$ cat src/rtl/matmul_seq.sv
// matmul_seq: sequential floating-point matrix multiplier, O = A x B.
// A is H x C, B is C x W, O is H x W; all row-major with element (0,0)
// in the MSBs. One mul_float and one add_float core are time-shared.
// Only one operation is in flight at a time.
// Ports:
//   clk, rst_n            clock, asynchronous active-low reset
//   start                 one-cycle job request, honoured only in IDLE
//   a, b                  operand matrices, captured on an accepted start
//   o                     registered result matrix
//   busy, done            busy while a job runs; done pulses once at the end
//   nan/overflow/underflow sticky per-job exception flags
// The file also holds the two arithmetic cores, mul_float and add_float.
// They flush denormals to zero and round to nearest-even. Each core
// registers its result on start and raises done LAT cycles later.

module mul_float #(
    parameter int FLOAT_WIDTH = 32,
    parameter int LAT         = 1
) (
    input  logic                   clk,
    input  logic                   rst_n,
    input  logic                   start,
    input  logic [FLOAT_WIDTH-1:0] op1,
    input  logic [FLOAT_WIDTH-1:0] op2,
    output logic [FLOAT_WIDTH-1:0] result,
    output logic                   done,
    output logic                   nan,
    output logic                   overflow,
    output logic                   underflow
);
    localparam int FW   = FLOAT_WIDTH;
    localparam int EW   = (FW == 64) ? 11 : (FW == 16) ? 5 : 8;
    localparam int MW   = FW - EW - 1;
    localparam int PW   = 2 * MW + 2;
    localparam int BIAS = (1 << (EW - 1)) - 1;
    localparam int EMAX = (1 << EW) - 1;
    localparam logic [FW-1:0] QNAN = {1'b0, {EW{1'b1}}, 1'b1, {(MW-1){1'b0}}};

    logic          sa, sb, sr, a_nan, b_nan, a_inf, b_inf, a_zero, b_zero;
    logic [EW-1:0] ea, eb;
    logic [MW-1:0] ma, mb, mant, mr;
    logic [PW-1:0] prod;
    logic [PW-2:0] norm;    // fraction bits only, hidden bit removed
    logic          g, st, rnd, cy, nan_c, ovf_c, unf_c;
    logic [FW-1:0] res_c;
    int            er;
    logic [LAT-1:0] vld_pipe;

    always_comb begin
        {sa, ea, ma} = op1;
        {sb, eb, mb} = op2;
        sr     = sa ^ sb;
        a_nan  = (&ea) & (|ma);
        b_nan  = (&eb) & (|mb);
        a_inf  = (&ea) & ~(|ma);
        b_inf  = (&eb) & ~(|mb);
        a_zero = ~(|ea);
        b_zero = ~(|eb);
        prod   = {1'b1, ma} * {1'b1, mb};
        er     = int'(ea) + int'(eb) - BIAS;
        if (prod[PW-1]) begin
            norm = prod[PW-2:0];
            er   = er + 1;
        end else begin
            norm = {prod[PW-3:0], 1'b0};
        end
        mant = norm[2*MW -: MW];
        g    = norm[MW-1+1-1+1-1];
        g    = norm[MW];
        st   = |norm[MW-1:0];
        rnd  = g & (st | mant[0]);
        {cy, mr} = {1'b0, mant} + {{MW{1'b0}}, rnd};
        if (cy) er = er + 1;

        nan_c = 1'b0;
        ovf_c = 1'b0;
        unf_c = 1'b0;
        if (a_nan | b_nan | (a_inf & b_zero) | (b_inf & a_zero)) begin
            nan_c = 1'b1;
            res_c = QNAN;
        end else if (a_inf | b_inf) begin
            res_c = {sr, {EW{1'b1}}, {MW{1'b0}}};
        end else if (a_zero | b_zero) begin
            res_c = {sr, {(FW-1){1'b0}}};
        end else if (er >= EMAX) begin
            ovf_c = 1'b1;
            res_c = {sr, {EW{1'b1}}, {MW{1'b0}}};
        end else if (er <= 0) begin
            unf_c = 1'b1;
            res_c = {sr, {(FW-1){1'b0}}};
        end else begin
            res_c = {sr, er[EW-1:0], mr};
        end
    end

    always_ff @(posedge clk or negedge rst_n) begin
        if (!rst_n) begin
            vld_pipe  <= '0;
            result    <= '0;
            nan       <= 1'b0;
            overflow  <= 1'b0;
            underflow <= 1'b0;
        end else begin
            vld_pipe <= (vld_pipe << 1) | LAT'(start);
            if (start) begin
                result    <= res_c;
                nan       <= nan_c;
                overflow  <= ovf_c;
                underflow <= unf_c;
            end
        end
    end

    assign done = vld_pipe[LAT-1];
endmodule

module add_float #(
    parameter int FLOAT_WIDTH = 32,
    parameter int LAT         = 1
) (
    input  logic                   clk,
    input  logic                   rst_n,
    input  logic                   start,
    input  logic                   sub,
    input  logic [FLOAT_WIDTH-1:0] op1,
    input  logic [FLOAT_WIDTH-1:0] op2,
    output logic [FLOAT_WIDTH-1:0] result,
    output logic                   done,
    output logic                   nan,
    output logic                   overflow,
    output logic                   underflow
);
    localparam int FW   = FLOAT_WIDTH;
    localparam int EW   = (FW == 64) ? 11 : (FW == 16) ? 5 : 8;
    localparam int MW   = FW - EW - 1;
    localparam int XW   = MW + 4;    // hidden + fraction + guard/round/sticky
    localparam int EMAX = (1 << EW) - 1;
    localparam logic [FW-1:0] QNAN = {1'b0, {EW{1'b1}}, 1'b1, {(MW-1){1'b0}}};

    logic          sa, sbe, sx, sy, swap, a_nan, b_nan, a_inf, b_inf, a_zero, b_zero;
    logic [EW-1:0] ea, eb, ex, ey;
    logic [MW-1:0] ma, mb, mx, my, mant, mr;
    logic [XW-1:0] xm, ym, ys, t;
    logic [XW:0]   sum;
    logic          g, st, rnd, cy, nan_c, ovf_c, unf_c;
    logic [FW-1:0] res_c;
    int            d, lz, er;
    logic [LAT-1:0] vld_pipe;

    always_comb begin
        sa       = op1[FW-1];
        {ea, ma} = op1[FW-2:0];
        sbe      = op2[FW-1] ^ sub;
        {eb, mb} = op2[FW-2:0];
        a_nan  = (&ea) & (|ma);
        b_nan  = (&eb) & (|mb);
        a_inf  = (&ea) & ~(|ma);
        b_inf  = (&eb) & ~(|mb);
        a_zero = ~(|ea);
        b_zero = ~(|eb);
        // x is the larger magnitude, so the aligned difference is never negative
        swap = op2[FW-2:0] > op1[FW-2:0];
        {sx, ex, mx} = swap ? {sbe, eb, mb} : {sa, ea, ma};
        {sy, ey, my} = swap ? {sa, ea, ma} : {sbe, eb, mb};
        d  = int'(ex) - int'(ey);
        xm = {1'b1, mx, 3'b000};
        ym = {1'b1, my, 3'b000};
        if (d >= XW) ys = XW'(1);
        else         ys = (ym >> d) | XW'(|(ym & ~({XW{1'b1}} << d)));
        sum = (sx == sy) ? ({1'b0, xm} + {1'b0, ys}) : ({1'b0, xm} - {1'b0, ys});
        lz = XW;
        for (int n = 0; n < XW; n++) if (sum[n]) lz = XW - 1 - n;
        if (sum[XW]) begin
            t  = {sum[XW:2], sum[1] | sum[0]};
            er = int'(ex) + 1;
        end else begin
            t  = sum[XW-1:0] << lz;
            er = int'(ex) - lz;
        end
        mant = t[XW-2:3];
        g    = t[2];
        st   = |t[1:0];
        rnd  = g & (st | mant[0]);
        {cy, mr} = {1'b0, mant} + {{MW{1'b0}}, rnd};
        if (cy) er = er + 1;

        nan_c = 1'b0;
        ovf_c = 1'b0;
        unf_c = 1'b0;
        if (a_nan | b_nan | (a_inf & b_inf & (sa != sbe))) begin
            nan_c = 1'b1;
            res_c = QNAN;
        end else if (a_inf)            res_c = op1;
        else if (b_inf)                res_c = {sbe, eb, mb};
        else if (a_zero & b_zero)      res_c = {sa & sbe, {(FW-1){1'b0}}};
        else if (a_zero)               res_c = {sbe, eb, mb};
        else if (b_zero)               res_c = op1;
        else if (!t[XW-1])             res_c = '0;    // exact cancellation
        else if (er >= EMAX) begin
            ovf_c = 1'b1;
            res_c = {sx, {EW{1'b1}}, {MW{1'b0}}};
        end else if (er <= 0) begin
            unf_c = 1'b1;
            res_c = {sx, {(FW-1){1'b0}}};
        end else begin
            res_c = {sx, er[EW-1:0], mr};
        end
    end

    always_ff @(posedge clk or negedge rst_n) begin
        if (!rst_n) begin
            vld_pipe  <= '0;
            result    <= '0;
            nan       <= 1'b0;
            overflow  <= 1'b0;
            underflow <= 1'b0;
        end else begin
            vld_pipe <= (vld_pipe << 1) | LAT'(start);
            if (start) begin
                result    <= res_c;
                nan       <= nan_c;
                overflow  <= ovf_c;
                underflow <= unf_c;
            end
        end
    end

    assign done = vld_pipe[LAT-1];
endmodule

module matmul_seq #(
    parameter int S        = 32,
    parameter int H        = 2,
    parameter int W        = 2,
    parameter int C        = 2,
    parameter int CORE_LAT = 1
) (
    input  logic             clk,
    input  logic             rst_n,
    input  logic             start,
    input  logic [S*H*C-1:0] a,
    input  logic [S*C*W-1:0] b,
    output logic [S*H*W-1:0] o,
    output logic             busy,
    output logic             done,
    output logic             nan,
    output logic             overflow,
    output logic             underflow
);
    localparam int IW = (H > 1) ? $clog2(H) : 1;
    localparam int JW = (W > 1) ? $clog2(W) : 1;
    localparam int KW = (C > 1) ? $clog2(C) : 1;

    typedef enum logic [2:0] {IDLE, MUL_GO, MUL_WAIT, ADD_GO, ADD_WAIT, NEXT, DONE} state_t;

    state_t           state_q, state_d;
    logic [S*H*C-1:0] a_q, a_d;
    logic [S*C*W-1:0] b_q, b_d;
    logic [S*H*W-1:0] o_q, o_d;
    logic [IW-1:0]    i_q, i_d;
    logic [JW-1:0]    j_q, j_d;
    logic [KW-1:0]    k_q, k_d;
    logic [S-1:0]     acc_q, acc_d, p_q, p_d;
    logic             nan_q, nan_d, ovf_q, ovf_d, unf_q, unf_d;

    logic             mul_go, add_go, mul_done, add_done;
    logic             mul_nan, mul_ovf, mul_unf, add_nan, add_ovf, add_unf;
    logic [S-1:0]     mul_op1, mul_op2, mul_res, add_res;

    always_comb begin
        mul_op1 = a_q[S*(H*C-1-(int'(i_q)*C+int'(k_q))) +: S];
        mul_op2 = b_q[S*(C*W-1-(int'(k_q)*W+int'(j_q))) +: S];
    end

    mul_float #(.FLOAT_WIDTH(S), .LAT(CORE_LAT)) u_mul (
        .clk(clk), .rst_n(rst_n), .start(mul_go), .op1(mul_op1), .op2(mul_op2),
        .result(mul_res), .done(mul_done), .nan(mul_nan), .overflow(mul_ovf),
        .underflow(mul_unf)
    );

    add_float #(.FLOAT_WIDTH(S), .LAT(CORE_LAT)) u_add (
        .clk(clk), .rst_n(rst_n), .start(add_go), .sub(1'b0), .op1(acc_q), .op2(p_q),
        .result(add_res), .done(add_done), .nan(add_nan), .overflow(add_ovf),
        .underflow(add_unf)
    );

    always_comb begin
        state_d = state_q;
        a_d     = a_q;
        b_d     = b_q;
        o_d     = o_q;
        i_d     = i_q;
        j_d     = j_q;
        k_d     = k_q;
        acc_d   = acc_q;
        p_d     = p_q;
        nan_d   = nan_q;
        ovf_d   = ovf_q;
        unf_d   = unf_q;
        mul_go  = 1'b0;
        add_go  = 1'b0;
        case (state_q)
            IDLE: if (start) begin
                a_d     = a;
                b_d     = b;
                nan_d   = 1'b0;
                ovf_d   = 1'b0;
                unf_d   = 1'b0;
                i_d     = '0;
                j_d     = '0;
                k_d     = '0;
                state_d = MUL_GO;
            end
            MUL_GO: begin
                mul_go  = 1'b1;
                state_d = MUL_WAIT;
            end
            // The core's done is only looked at from the cycle after its start.
            MUL_WAIT: if (mul_done) begin
                p_d   = mul_res;
                nan_d = nan_q | mul_nan;
                ovf_d = ovf_q | mul_ovf;
                unf_d = unf_q | mul_unf;
                if (k_q == '0) begin
                    acc_d   = mul_res;    // first product seeds the sum, no +0 add
                    state_d = NEXT;
                end else begin
                    state_d = ADD_GO;
                end
            end
            ADD_GO: begin
                add_go  = 1'b1;
                state_d = ADD_WAIT;
            end
            ADD_WAIT: if (add_done) begin
                acc_d   = add_res;
                nan_d   = nan_q | add_nan;
                ovf_d   = ovf_q | add_ovf;
                unf_d   = unf_q | add_unf;
                state_d = NEXT;
            end
            NEXT: begin
                if (k_q != KW'(C-1)) begin
                    k_d     = k_q + 1'b1;
                    state_d = MUL_GO;
                end else begin
                    o_d[S*(H*W-1-(int'(i_q)*W+int'(j_q))) +: S] = acc_q;
                    k_d     = '0;
                    state_d = MUL_GO;
                    if (j_q == JW'(W-1)) begin
                        j_d = '0;
                        if (i_q == IW'(H-1)) begin
                            i_d     = '0;
                            state_d = DONE;
                        end else begin
                            i_d = i_q + 1'b1;
                        end
                    end else begin
                        j_d = j_q + 1'b1;
                    end
                end
            end
            DONE:    state_d = IDLE;    // start in this cycle is deliberately dropped
            default: state_d = IDLE;
        endcase
    end

    always_ff @(posedge clk or negedge rst_n) begin
        if (!rst_n) begin
            state_q <= IDLE;
            a_q     <= '0;
            b_q     <= '0;
            o_q     <= '0;
            i_q     <= '0;
            j_q     <= '0;
            k_q     <= '0;
            acc_q   <= '0;
            p_q     <= '0;
            nan_q   <= 1'b0;
            ovf_q   <= 1'b0;
            unf_q   <= 1'b0;
        end else begin
            state_q <= state_d;
            a_q     <= a_d;
            b_q     <= b_d;
            o_q     <= o_d;
            i_q     <= i_d;
            j_q     <= j_d;
            k_q     <= k_d;
            acc_q   <= acc_d;
            p_q     <= p_d;
            nan_q   <= nan_d;
            ovf_q   <= ovf_d;
            unf_q   <= unf_d;
        end
    end

    assign o         = o_q;
    assign busy      = (state_q != IDLE) && (state_q != DONE);
    assign done      = (state_q == DONE);
    assign nan       = nan_q;
    assign overflow  = ovf_q;
    assign underflow = unf_q;
endmodule
$ cat config.mk
export PLATFORM = sky130hd
export DESIGN_NAME = matmul_seq
export DESIGN_NICKNAME = d
export VERILOG_FILES = /design/src/rtl/matmul_seq.sv
export SDC_FILE = /design/constraint.sdc
export NUM_CORES = 2
export LEC_CHECK = 0
export BUFFER_PORTS_ARGS = -buffer_cell sky130_fd_sc_hd__buf_2
export CORE_MARGIN = 2
export CORE_UTILIZATION = 50
export DETAILED_ROUTE_END_ITERATION = 8
export MAX_ROUTING_LAYER = met4
export PLACE_DENSITY = 0.8
export SLEW_MARGIN = 5
export SYNTH_ARGS = -nofsm -noshare
export SYNTH_HDL_FRONTEND = slang
export SYNTH_SLANG_ARGS = --single-unit
$ cat constraint.sdc
create_clock -name clk -period 38 [get_ports clk]
set_input_delay 5.7 -clock clk [delete_from_list [all_inputs] [get_ports clk]]
set_output_delay 5.7 -clock clk [all_outputs]
set_load 0.01 [all_outputs]
==> run metrics <==
Comb power frac=0.491; aggregate routed wire length=189.3 mm; top area cells in the synthesized netlist=sky130_fd_sc_hd__dfrtp_1, sky130_fd_sc_hd__fa_1, sky130_fd_sc_hd__mux2_2; filler cell count=9,385; root buffer cell=sky130_fd_sc_hd__clkbuf_16; post-synthesis cell count=6,099; Antenna Nets Post-Route=0; measured slew at the worst slew-check pin=1.231 ns; setup repair after global routing missed its margin=false; count of input and output buffers=391; site row count=120; number of setup violations in the final report=0; highest-count cells in the layout ignoring fill and taps=sky130_fd_sc_hd__nand2_1, sky130_fd_sc_hd__inv_1, sky130_fd_sc_hd__dfrtp_1; count of synthesis-stage warnings from yosys=0; cell internal power dissipation=1.247 mW; main flop type after synthesis=sky130_fd_sc_hd__dfrtp_1; commonest non-fill, non-tap cell in the layout=sky130_fd_sc_hd__nand2_1; number of distinct standard cells referenced by the synthesized netlist=119; total of cells resized after clock tree synthesis=0; global-route usage over all layers=0.3422; Min-Delay Path Class=reg -> reg; switching share of power=0.4128; insertion delay of the later-clocked pin in the worst-skew pair=0.62 ns; Post-CTS Setup Inserts=0; Tot Pwr=2.124 mW; pin count of the biggest net entering global routing=123; TritonCTS clock tree=done; Final Net Count=7,301; average instance area after synthesis=8.879 um2; clock share of power=0.233; first-pass GRT wire length=286.5 mm; first-pass iteration count of the detailed router=6; clock buffer depth=3; H-tree levels=2; Synth area leader=sky130_fd_sc_hd__dfrtp_1; area fraction of the dominant cell type after synthesis=0.2445; Power Density=36.03 nW/um2; number of primary I/O pins=392; final clock period utilization by the worst path=0.4067; R2R setup slack=22.54 ns; clock period minus worst slack=15.46 ns; switching power=0.8767 mW; layout cell share with drive strength beyond 1=0.1619; number of max-cap violations=0; TritonCTS Buffers=48; status=completed; endpoint arrival time on the critical path=15.97 ns; die extent in y=333.1 um; Final Max Slew Viols=0; family with the most delay on the worst path=compound AO/OA/AOI/OAI gates; violation count after the first detailed-routing iteration=5,135; standard cell with the maximum stage delay on the critical path=sky130_fd_sc_hd__nor2_1; post-detailed-placement half-perimeter wirelength=142.6 mm; routed wire length per instance=24.35 um; horizontal die dimension=333.1 um; final cell area excluding filler cells=58,950 um2; final estimated routing congestion in global placement=1.005; Post-Route Setup TNS=0 ns; via count of the first global-routing pass=48,611; Clock Pin Slew Worst Setup and Hold Paths=0.07 ns; Post-synth EDFFs=0; Worst path max stage delay=0.79 ns; maximum vdd ir drop=0.05053 mV; Vias per Instance=6.242; WP data required=38.51 ns; critical path fanouts, max=65; maximum clock skew at final layout=0.02158 ns; starting density of the core=0.5051; worst slew margin relative to its limit=0.1730; fraction of power consumed by sequential logic=0.276; total grt overflow=0; total number of clock tree sinks=529; standard cell area after detailed placement=57,250 um2; post-cts hold buffer count=0; proportion of synthesized flip-flops having asynchronous set or reset=1.000; synthesized net count=7,126; Setup crit end kind=flop; detailed-route via count=48,529; placeable core area=107,200 um2; synthesis-to-finish area growth=8.856%; antenna violations before repair=58; Worst Hold Slack=0.4725 ns; critical setup path kind=reg -> reg; die area=111,000 um2; count of buffering cells on the critical path with inverters included=7; summed instance area of the synthesized netlist=54,150 um2; Max Clock Freq=64.70 MHz; share of the yosys chip area belonging to registers=0.2445; final hold violation count=0; startpoint type of the worst setup path=flop; remaining routing DRC violations=0; Pleak=27.89 nW; Synth Register Bits=529
==> worst register-to-register path: cells and delay by family, from the launching register on <==
family                   cells  cell delay [ns]
AND/OR/NAND/NOR             16             4.36
adder cells (fa/ha/maj)      5             1.60
AO/OA/AOI/OAI               28             6.15
multiplexers                 2             0.66
buffers and inverters        7             2.04
flip-flops                   1             0.52
==> cell usage after synthesis, types with 31 or more instances <==
cell	count
sky130_fd_sc_hd__or3_1	34
sky130_fd_sc_hd__nor3_1	96
sky130_fd_sc_hd__inv_1	614
sky130_fd_sc_hd__dfrtp_1	529
sky130_fd_sc_hd__and2_1	70
sky130_fd_sc_hd__a21o_1	36
sky130_fd_sc_hd__nand4_1	52
sky130_fd_sc_hd__nand3_1	95
sky130_fd_sc_hd__nand2_1	917
sky130_fd_sc_hd__nor4_1	34
sky130_fd_sc_hd__o21ai_0	331
sky130_fd_sc_hd__mux2i_1	147
sky130_fd_sc_hd__a22o_1	31
sky130_fd_sc_hd__a21oi_1	267
sky130_fd_sc_hd__clkbuf_1	304
sky130_fd_sc_hd__a211oi_1	50
sky130_fd_sc_hd__ha_1	283
sky130_fd_sc_hd__fa_1	485
sky130_fd_sc_hd__nor2b_1	31
sky130_fd_sc_hd__mux2_2	335
sky130_fd_sc_hd__nor2_1	479
sky130_fd_sc_hd__o211ai_1	38
sky130_fd_sc_hd__xor2_1	36
sky130_fd_sc_hd__mux4_2	36
sky130_fd_sc_hd__o21ai_1	48
sky130_fd_sc_hd__xnor2_1	113
sky130_fd_sc_hd__o22ai_1	32
==> flip-flops by register name, indices dropped and copies added, names as in the netlist, 3 cells and up <==
name          cells
acc_q            32
state_q           3
u_mul.result     32
a_q             128
b_q             128
p_q              32
o               128
u_add.result     32
==> power by group through the flow <==
stage	Sequential, mW	Combinational, mW	Clock (mW)
after floorplan	0.592	0.776	0
after global placement	0.594	0.985	0
after detailed placement	0.595	1.02	0
after CTS	0.585	1.03	0.494
after global routing	0.587	1.17	0.519
final	0.586	1.04	0.495
==> final cells by class <==
| type | count | area, um2 | area share |
|---|---|---|---|
| Sequential cell | 529 | 13240 | 0.2247 |
| Inverter | 632 | 2372 | 0.04024 |
| Antenna cell | 61 | 152.6 | 0.002590 |
| Clock buffer | 69 | 1371 | 0.02326 |
| Clock inverter | 18 | 168.9 | 0.002865 |
| Timing Repair Buffer | 480 | 2635 | 0.04470 |
| Tap cell | 1403 | 1755 | 0.02978 |
| Multi-Input combinational cell | 4583 | 37250 | 0.6319 |
==> cells by family after synthesis <==
family / after synthesis / share of synthesized area
mux: 520 / 0.1123
xor+xnor: 151 / 0.02482
flops: 529 / 0.2445
simple gates: 1946 / 0.1596
buf+inv: 987 / 0.06962
compound gates: 1198 / 0.1446
fa+ha+maj: 768 / 0.2447
==> per-stage QoR <==
step / utilization / worst slack [ns] / instances
2_1_floorplan: - / 25.09 / 6099
3_5_place_dp: 0.5341 / 22.78 / 7627
5_1_grt: 0.5499 / 21.56 / 7775
6_report: 0.5499 / 22.54 / 7775
4_1_cts: 0.5484 / 22.68 / 7714
3_3_place_gp: 0.5341 / 22.94 / 7627
==> final timing paths <==
check                                            from                            to  depth (start not counted)
worst max register to register  acc_q[23]$_DFFE_PN0P_  u_add.result[22]$_DFFE_PN0P_                         58
min in group asynchronous                       rst_n            o[102]$_DFFE_PN0P_                          1
worst min register to register      o[66]$_DFFE_PN0P_             o[66]$_DFFE_PN0P_                          2
worst max-delay path            acc_q[23]$_DFFE_PN0P_  u_add.result[22]$_DFFE_PN0P_                         58
worst min-delay path                o[66]$_DFFE_PN0P_             o[66]$_DFFE_PN0P_                          2
max in group asynchronous                       rst_n           b_q[42]$_DFFE_PN0P_                          4
==> per-layer routing <==
layer  global-route usage  share of wire
met5                    -              0
met4               0.2289          0.080
met3              0.06029          0.089
met2               0.5350           0.46
met1               0.4061           0.37
No activity file was read; power rests on OpenSTA's default activity.
